File: config.mk
export PLATFORM = sky130hd
export DESIGN_NAME = power_sequencer
export DESIGN_NICKNAME = d
export VERILOG_FILES = /design/src/rtl/power_seq_pkg.sv /design/src/rtl/seq_step_timer.sv /design/src/rtl/power_sequencer.sv
export SDC_FILE = /design/constraint.sdc
export NUM_CORES = 1
export LEC_CHECK = 0
export CORE_MARGIN = 1
export CORE_UTILIZATION = 54
export DETAILED_ROUTE_END_ITERATION = 7
export PLACE_DENSITY = 0.83
export SYNTH_ARGS = -nofsm -noshare
export SYNTH_HDL_FRONTEND = slang
export SYNTH_SLANG_ARGS = --single-unit
File: constraint.sdc
create_clock -name i_clk_50 -period 2 [get_ports i_clk_50]
set_input_delay 0.4 -clock i_clk_50 [delete_from_list [all_inputs] [get_ports i_clk_50]]
set_output_delay 0.4 -clock i_clk_50 [all_outputs]
set_load 0.02 [all_outputs]
File: src/rtl/power_seq_pkg.sv
// Shared constants for the multi-channel power sequencer: FSM state encoding,
// default step interval and step counter width.
package power_seq_pkg;

    localparam int unsigned CNT_W  = 8;
    localparam int unsigned STEP_W = 4;
    localparam int unsigned ST_W   = 3;

    localparam logic [CNT_W-1:0] STEP_DLY_DEF = 8'd50;

    localparam logic [ST_W-1:0] S_IDLE  = 3'd0;
    localparam logic [ST_W-1:0] S_UP    = 3'd1;
    localparam logic [ST_W-1:0] S_ON    = 3'd2;
    localparam logic [ST_W-1:0] S_DOWN  = 3'd3;
    localparam logic [ST_W-1:0] S_FAULT = 3'd4;

endpackage

File: src/rtl/seq_step_timer.sv
// Step interval timer: counts while enabled, wraps to zero at STEP_DLY-1 and
// flags that terminal count combinationally.
module seq_step_timer
    import power_seq_pkg::*;
#(
    parameter logic [CNT_W-1:0] STEP_DLY = STEP_DLY_DEF
) (
    input  logic i_clk_50,
    input  logic i_rst_n,
    input  logic clr,
    input  logic en,
    output logic done_c
);

    localparam logic [CNT_W-1:0] LAST = STEP_DLY - CNT_W'(1);

    logic [CNT_W-1:0] count;

    assign done_c = (count == LAST);

    always_ff @(posedge i_clk_50 or negedge i_rst_n) begin
        if (!i_rst_n) begin
            count <= '0;
        end else if (clr) begin
            count <= '0;
        end else if (en) begin
            count <= done_c ? '0 : count + CNT_W'(1);
        end
    end

endmodule

File: src/rtl/power_sequencer.sv
// Multi-channel power sequencer: channels come up one per step interval from
// bit 0, go down in reverse order on stop, and a fault drops everything at once.
module power_sequencer
    import power_seq_pkg::*;
#(
    parameter int unsigned      N_CH     = 4,
    parameter logic [CNT_W-1:0] STEP_DLY = STEP_DLY_DEF
) (
    input  logic              i_clk_50,
    input  logic              i_rst_n,
    input  logic              i_start,
    input  logic              i_stop,
    input  logic              i_fault,
    input  logic              i_fault_clr,
    output logic [N_CH-1:0]   o_ch_en,
    output logic [STEP_W-1:0] o_step,
    output logic              o_busy,
    output logic              o_on,
    output logic              o_fault
);

    localparam logic [STEP_W-1:0] LAST_IDX = STEP_W'(N_CH - 1);

    logic [ST_W-1:0]   state;
    logic [ST_W-1:0]   state_n;
    logic [N_CH-1:0]   ch_en_n;
    logic [STEP_W-1:0] step_n;
    logic              start_q;
    logic              start_edge;
    logic              tmr_clr;
    logic              tmr_en;
    logic              tmr_done;

    assign start_edge = i_start & ~start_q;

    seq_step_timer #(
        .STEP_DLY (STEP_DLY)
    ) u_timer (
        .i_clk_50 (i_clk_50),
        .i_rst_n  (i_rst_n),
        .clr      (tmr_clr),
        .en       (tmr_en),
        .done_c   (tmr_done)
    );

    // State, enable run and decoded status flags all move on the same edge
    always_ff @(posedge i_clk_50 or negedge i_rst_n) begin
        if (!i_rst_n) begin
            state   <= S_IDLE;
            o_ch_en <= '0;
            o_step  <= '0;
            o_busy  <= 1'b0;
            o_on    <= 1'b0;
            o_fault <= 1'b0;
            start_q <= 1'b0;
        end else begin
            state   <= state_n;
            o_ch_en <= ch_en_n;
            o_step  <= step_n;
            o_busy  <= (state_n == S_UP) || (state_n == S_DOWN);
            o_on    <= (state_n == S_ON);
            o_fault <= (state_n == S_FAULT);
            start_q <= i_start;
        end
    end

    // Next state; fault beats stop beats start. Enables stay a run from bit 0,
    // so stepping up is shift-in-one and stepping down is shift-right.
    always_comb begin
        state_n = state;
        ch_en_n = o_ch_en;
        step_n  = o_step;
        tmr_clr = 1'b1;
        tmr_en  = 1'b0;
        if (i_fault) begin
            state_n = S_FAULT;
            ch_en_n = '0;
            step_n  = '0;
        end else begin
            case (state)
                S_IDLE: begin
                    if (start_edge && !i_stop) begin
                        state_n = S_UP;
                    end
                end
                S_UP: begin
                    if (i_stop) begin
                        state_n = S_DOWN;
                    end else begin
                        tmr_clr = 1'b0;
                        tmr_en  = 1'b1;
                        if (tmr_done) begin
                            ch_en_n = (o_ch_en << 1) | N_CH'(1);
                            step_n  = o_step + STEP_W'(1);
                            if (o_step == LAST_IDX) begin
                                state_n = S_ON;
                            end
                        end
                    end
                end
                S_ON: begin
                    if (i_stop) begin
                        state_n = S_DOWN;
                    end
                end
                S_DOWN: begin
                    if (o_step == STEP_W'(0)) begin
                        state_n = S_IDLE;
                    end else begin
                        tmr_clr = 1'b0;
                        tmr_en  = 1'b1;
                        if (tmr_done) begin
                            ch_en_n = o_ch_en >> 1;
                            step_n  = o_step - STEP_W'(1);
                            if (o_step == STEP_W'(1)) begin
                                state_n = S_IDLE;
                            end
                        end
                    end
                end
                S_FAULT: begin
                    if (i_fault_clr) begin
                        state_n = S_IDLE;
                    end
                end
                default: begin
                    state_n = S_IDLE;
                    ch_en_n = '0;
                    step_n  = '0;
                end
            endcase
        end
    end

endmodule
After elaboration in Yosys (flattened, before gate mapping)

Index checks and enable logic that the tools add are counted.

Input port bits: 6
Memory bits (read-only): 0
Bits in registers: 23
Logic and storage cells: 71
Bits in latches: 0
Memories kept: 0
Output and inout bits: 11
Memory bits (writable): 0

Multiplexer cells: 34
Shift operators: 0
Add/sub/neg operators: 3
Equal/unequal tests: 16
Reduce and logical (&&, ||, !) cells: 8
Multipliers: 0
Div/mod/pow operators: 0
Bitwise gates (word level): 2
Magnitude comparators: 0

Operators by type and width:

| kind                | count |
|---|---|
| $mux 4              | 10 |
| $mux 3              | 10 |
| $mux 8              | 3 |
| $pmux 4 s3          | 2 |
| $pmux 3 s5          | 1 |
| $eq 3x2->1 const B  | 4 |
| $add 8x1->8 const B | 1 |
| $eq 8x6->1 const B  | 1 |
| $eq 3x1->1 const B  | 2 |
| $eq 3x3->1 const B  | 2 |
| $mux 1              | 6 |
| $ne 3x2->1 const B  | 2 |
| $ne 3x3->1 const B  | 2 |
| $reduce_and 5->1    | 1 |
| $add 4x1->4 const B | 1 |
| $eq 4x1->1 const B  | 1 |
| $eq 4x2->1 const B  | 1 |
| $logic_not 4->1     | 1 |
| $pmux 1 s2          | 2 |
| $sub 4x1->4 const B | 1 |
| $logic_not 3->1     | 1 |
| $reduce_or 3->1     | 1 |
| $ne 2x1->1 const B  | 1 |
| $reduce_bool 2->1   | 1 |
| 5 further kinds     | 5 |

Logic depth before layout (Yosys ltp)

Gate-level depths: netlist (run 1).

Depth after elaboration: 8
Depth in mapped cells: 6
Depth with buffers taken out: 6

Cells and area by module

A second synthesis (run 1) with hierarchy kept.

Cells, all modules: 137
Area, all modules: 1331.3 sq um

Modules (own cells, without submodules):

| module          | sequential area each (sq um) | cells an instance | area each (sq um) | instances |
|---|---|---|---|---|
| power_sequencer | 375.4                        | 93                | 882.1             | 1 |
| seq_step_timer  | 200.2                        | 44                | 449.2             | 1 |

Worst setup path before layout (run 1)

OpenSTA, ideal clock, no wires.

Kind: register -> register
Start point: register o_step[0]
End point: register o_ch_en[3]
Path buffers: 0
Period minus slack after synthesis: 1.624 ns
Cell stages (with the launch flop): 7
Library setup time: 0.110 ns
Arrival time: 1.513 ns
Path slack: 0.376 ns
Data required time: 1.890 ns
Cells stage by stage: dfrtp_1 > inv_1 > ha_1 > nand4bb_1 > a41o_2 > nand2_1 > o41ai_1

Longest elaborated chain between the ends: 3

Ends and longest elaborated chain:

| element                           | RTL line               | source |
|---|---|---|
| start, declared                   | power_sequencer.sv:16  | `output logic [STEP_W-1:0] o_step,` |
| start signal, assigned            | power_sequencer.sv:59  | `o_step <= step_n;` |
| $logic_not 4->1                   | power_sequencer.sv:107 | `if (o_step == STEP_W'(0)) begin` |
| $ne 3x3->1 (no source line)       | n/a                    |  |
| $reduce_and 5->1 (no source line) | n/a                    |  |
| end signal, assigned              | power_sequencer.sv:58  | `o_ch_en <= ch_en_n;` |
| end, declared                     | power_sequencer.sv:15  | `output logic [N_CH-1:0] o_ch_en,` |

Every way passes these cells.
A chain may end at the register's enable or synchronous reset.

Final worst setup path (run 1)

Start point: register o_step[2]
End point: output o_step[2]

No word-level cell between the ends.

==> metrics, run 1 <==
Ys Warns=0; Clock Path Buffers=2; maxcap violations=0; post-CTS setup buffers=0; Final Hold Viols=0; RSZ-0062 raised after global routing=false; nets=164; Seq cells post-synth=23; die width=51.93 um; DRT Wirelength=2.739 mm; asr flop ratio synth=1.000; R2R setup slack=0.18 ns; commonest non-fill, non-tap cell in the layout=dfrtp_1; area of the mapped netlist=0.001346 sq mm; P&R area growth vs syn=17.47%; clk slew on worst S/H paths=0.12 ns; Min-Delay Path Class=input pin to asynchronous set/reset pin; Switch Pwr=178.3 uW; Worst-Margin Slew=0.3600 ns; Post-Synthesis Cells=131; clock sinks=23; via count=1113; register area=575.6 sq um; IO Pins=17; TNS Setup=0 ns; delay-heaviest family, CP=buffers and inverters; FP Rows=17; EDFF count, synth=0; multi-input logic area=724.4 sq um; share of cells above drive strength 1=0.1382; syn nets=142; Power Internal=577.3 uW; logic gate share of total power=0.083; Max VDD drop=0.5929 mV; Buf/Inv on CP=1; CP Launch Type=register; H-tree depth=1; CTS Root Cell=clkbuf_4; die height=51.93 um; crit path max fanout=6; Pins Over Slew Limit=0; CP max-delay cell=clkdlybuf4s50_1; pin count of the biggest net entering global routing=24; Worst EP required=1.60 ns; Leakage=0.0006320 uW; Num CTS Buffers=3; Clk Latency, worst-skew pair=0.32 ns; hold_ws=0.4140 ns; routability-driven placement congestion ratio=0.9062; dpl hpwl=2.074 mm; Antenna Cells=0; commonest cells after routing, fill and taps aside=23 x dfrtp_1, 16 x clkdlybuf4s50_1, 11 x nor2_1; Worst EP arrival=1.43 ns; first-pass GRT wire length=4.581 mm; Critical Path End Type=output pin; status=finished, final reports clean; final worst slack=0.1651 ns; core area=0.002276 sq mm; die area=0.002697 sq mm; grt total ovfl=0; top_reg_cell synth=dfrtp_1; Flop pwr share=0.630; Clock Skew=0.008554 ns; fin crit period=1.835 ns; IO Port Bufs=16; critical path cell sequence=clkdlybuf4s50_1; FMAX=0.5450 GHz; drt pass-1 iters=5; Crit Path Class=register to output pin; Power, Total=755.6 uW; Fill cells=173; wire length per cell=15.22 um; power share of the clock group=0.288; initial antenna violation count=0; Initial Utilization=0.5915; pwr/cell area=477.8 mW/mm^2; Syn Area/Cell=10.28 sq um; final setup fails=0; fin crit share=0.9174; DR vias/cell=6.183; number of global-route vias before repair=1059; sequential fraction of the synthesis area=0.4275; Net Sw Frac=0.2359; remaining antenna violation count=0; pre-CTS setup slack=0.04110 ns; gr usage total=0.2380; DRC violations left=0; CP max stage delay=0.64 ns; Slew headroom=0.7595; hold_buf cts=0; DR iter-0 viols=23; CTS tree=done; count of cell types in the netlist=48
[synth_stat cells, types with 3 or more instances]
| master | count | area (sq um) |
|---|---|---|
| nand2b_1 | 4 | 25.02 |
| o31ai_1 | 3 | 22.52 |
| nor2_1 | 11 | 41.29 |
| or2_2 | 3 | 18.77 |
| nand2_1 | 5 | 18.77 |
| dfrtp_1 | 23 | 575.6 |
| a21oi_1 | 7 | 35.03 |
| nand4_1 | 3 | 18.77 |
| ha_1 | 5 | 62.56 |
| nand3_1 | 4 | 20.02 |
| o21ai_0 | 4 | 20.02 |
| xor2_1 | 5 | 43.79 |
| a31oi_1 | 3 | 18.77 |
| nor3b_1 | 3 | 22.52 |
| nor2b_1 | 4 | 25.02 |
| inv_1 | 4 | 15.01 |
[flip-flops by register name, summed over array words and instances (netlist names)]
name / cells
o_step: 4
state: 3
o_fault: 1
o_ch_en: 4
o_on: 1
start_q: 1
u_timer.count: 8
o_busy: 1
[through the flow]
step | util | area (sq um) | std cells
finish | 0.6949 | 1582 | 180
global route | 0.6949 | 1582 | 180
CTS | 0.6916 | 1574 | 180
detailed placement | 0.6800 | 1548 | 176
global placement | 0.6800 | 1548 | 176
floorplan | - | 1346 | 131
[cell type report]
type / count / area share
timing repair buffer: 22 / 0.1297
tap: 28 / 0.02215
clock buffer: 4 / 0.01661
multi-input combinational: 99 / 0.4581
sequential: 23 / 0.3639
inverter: 4 / 0.009494
[routing by layer]
metal	global-route usage	up-vias	wire (um)
met3	0.03801	5	117
met2	0.4167	34	1391
met4	0.1081	0	48
met1	0.2827	539	1182
li1	-	535	-
met5	0	-	0
[logic make-up (layout without fill, tap and decap cells)]
kind of cell	count (synthesis)	after routing	synth area share
flip-flops	23	23	0.4275
adder cells (fa/ha/maj)	5	5	0.04647
AO/OA/AOI/OAI	30	30	0.1543
buffers and inverters	9	30	0.03995
AND/OR/NAND/NOR	54	54	0.2630
multiplexers	3	3	0.02323
XOR/XNOR	7	7	0.04554
[path summary, 6_finish.rpt]
check / from / cells past startpoint / endpoint
worst max-delay path: o_step[2] / 1 / o_step[2]
worst min-delay path: i_rst_n / 2 / o_step[3]
worst max register to register: o_step[0] / 6 / o_step[1]
worst min register to register: u_timer.count[0] / 1 / u_timer.count[0]
max in group asynchronous: i_rst_n / 2 / o_ch_en[3]
min in group i_clk_50: i_start / 1 / start_q
[power groups by stage]
stage / Clock (uW) / Combinational [uW] / Sequential [uW]
after floorplan: 0 / 30.5 / 483
after global placement: 0 / 60.5 / 484
after detailed placement: 0 / 61.9 / 484
after CTS: 221 / 62.2 / 475
after global routing: 246 / 68.4 / 476
final: 217 / 62.5 / 476
[timing repair]
item | 4_1_cts | 5_1_grt
endpoints found under the setup margin | 0 | 1
gates resized for setup | 0 | 1
hold endpoints to repair | 0 | 0
No activity file was read; power rests on OpenSTA's default activity.
==> run 2: changes to the inputs <==
- GPL_ROUTABILITY_DRIVEN: not set -> 0
==> results of run 2 <==
No change in the layout: final DEF, timing and power equal those of run 1.
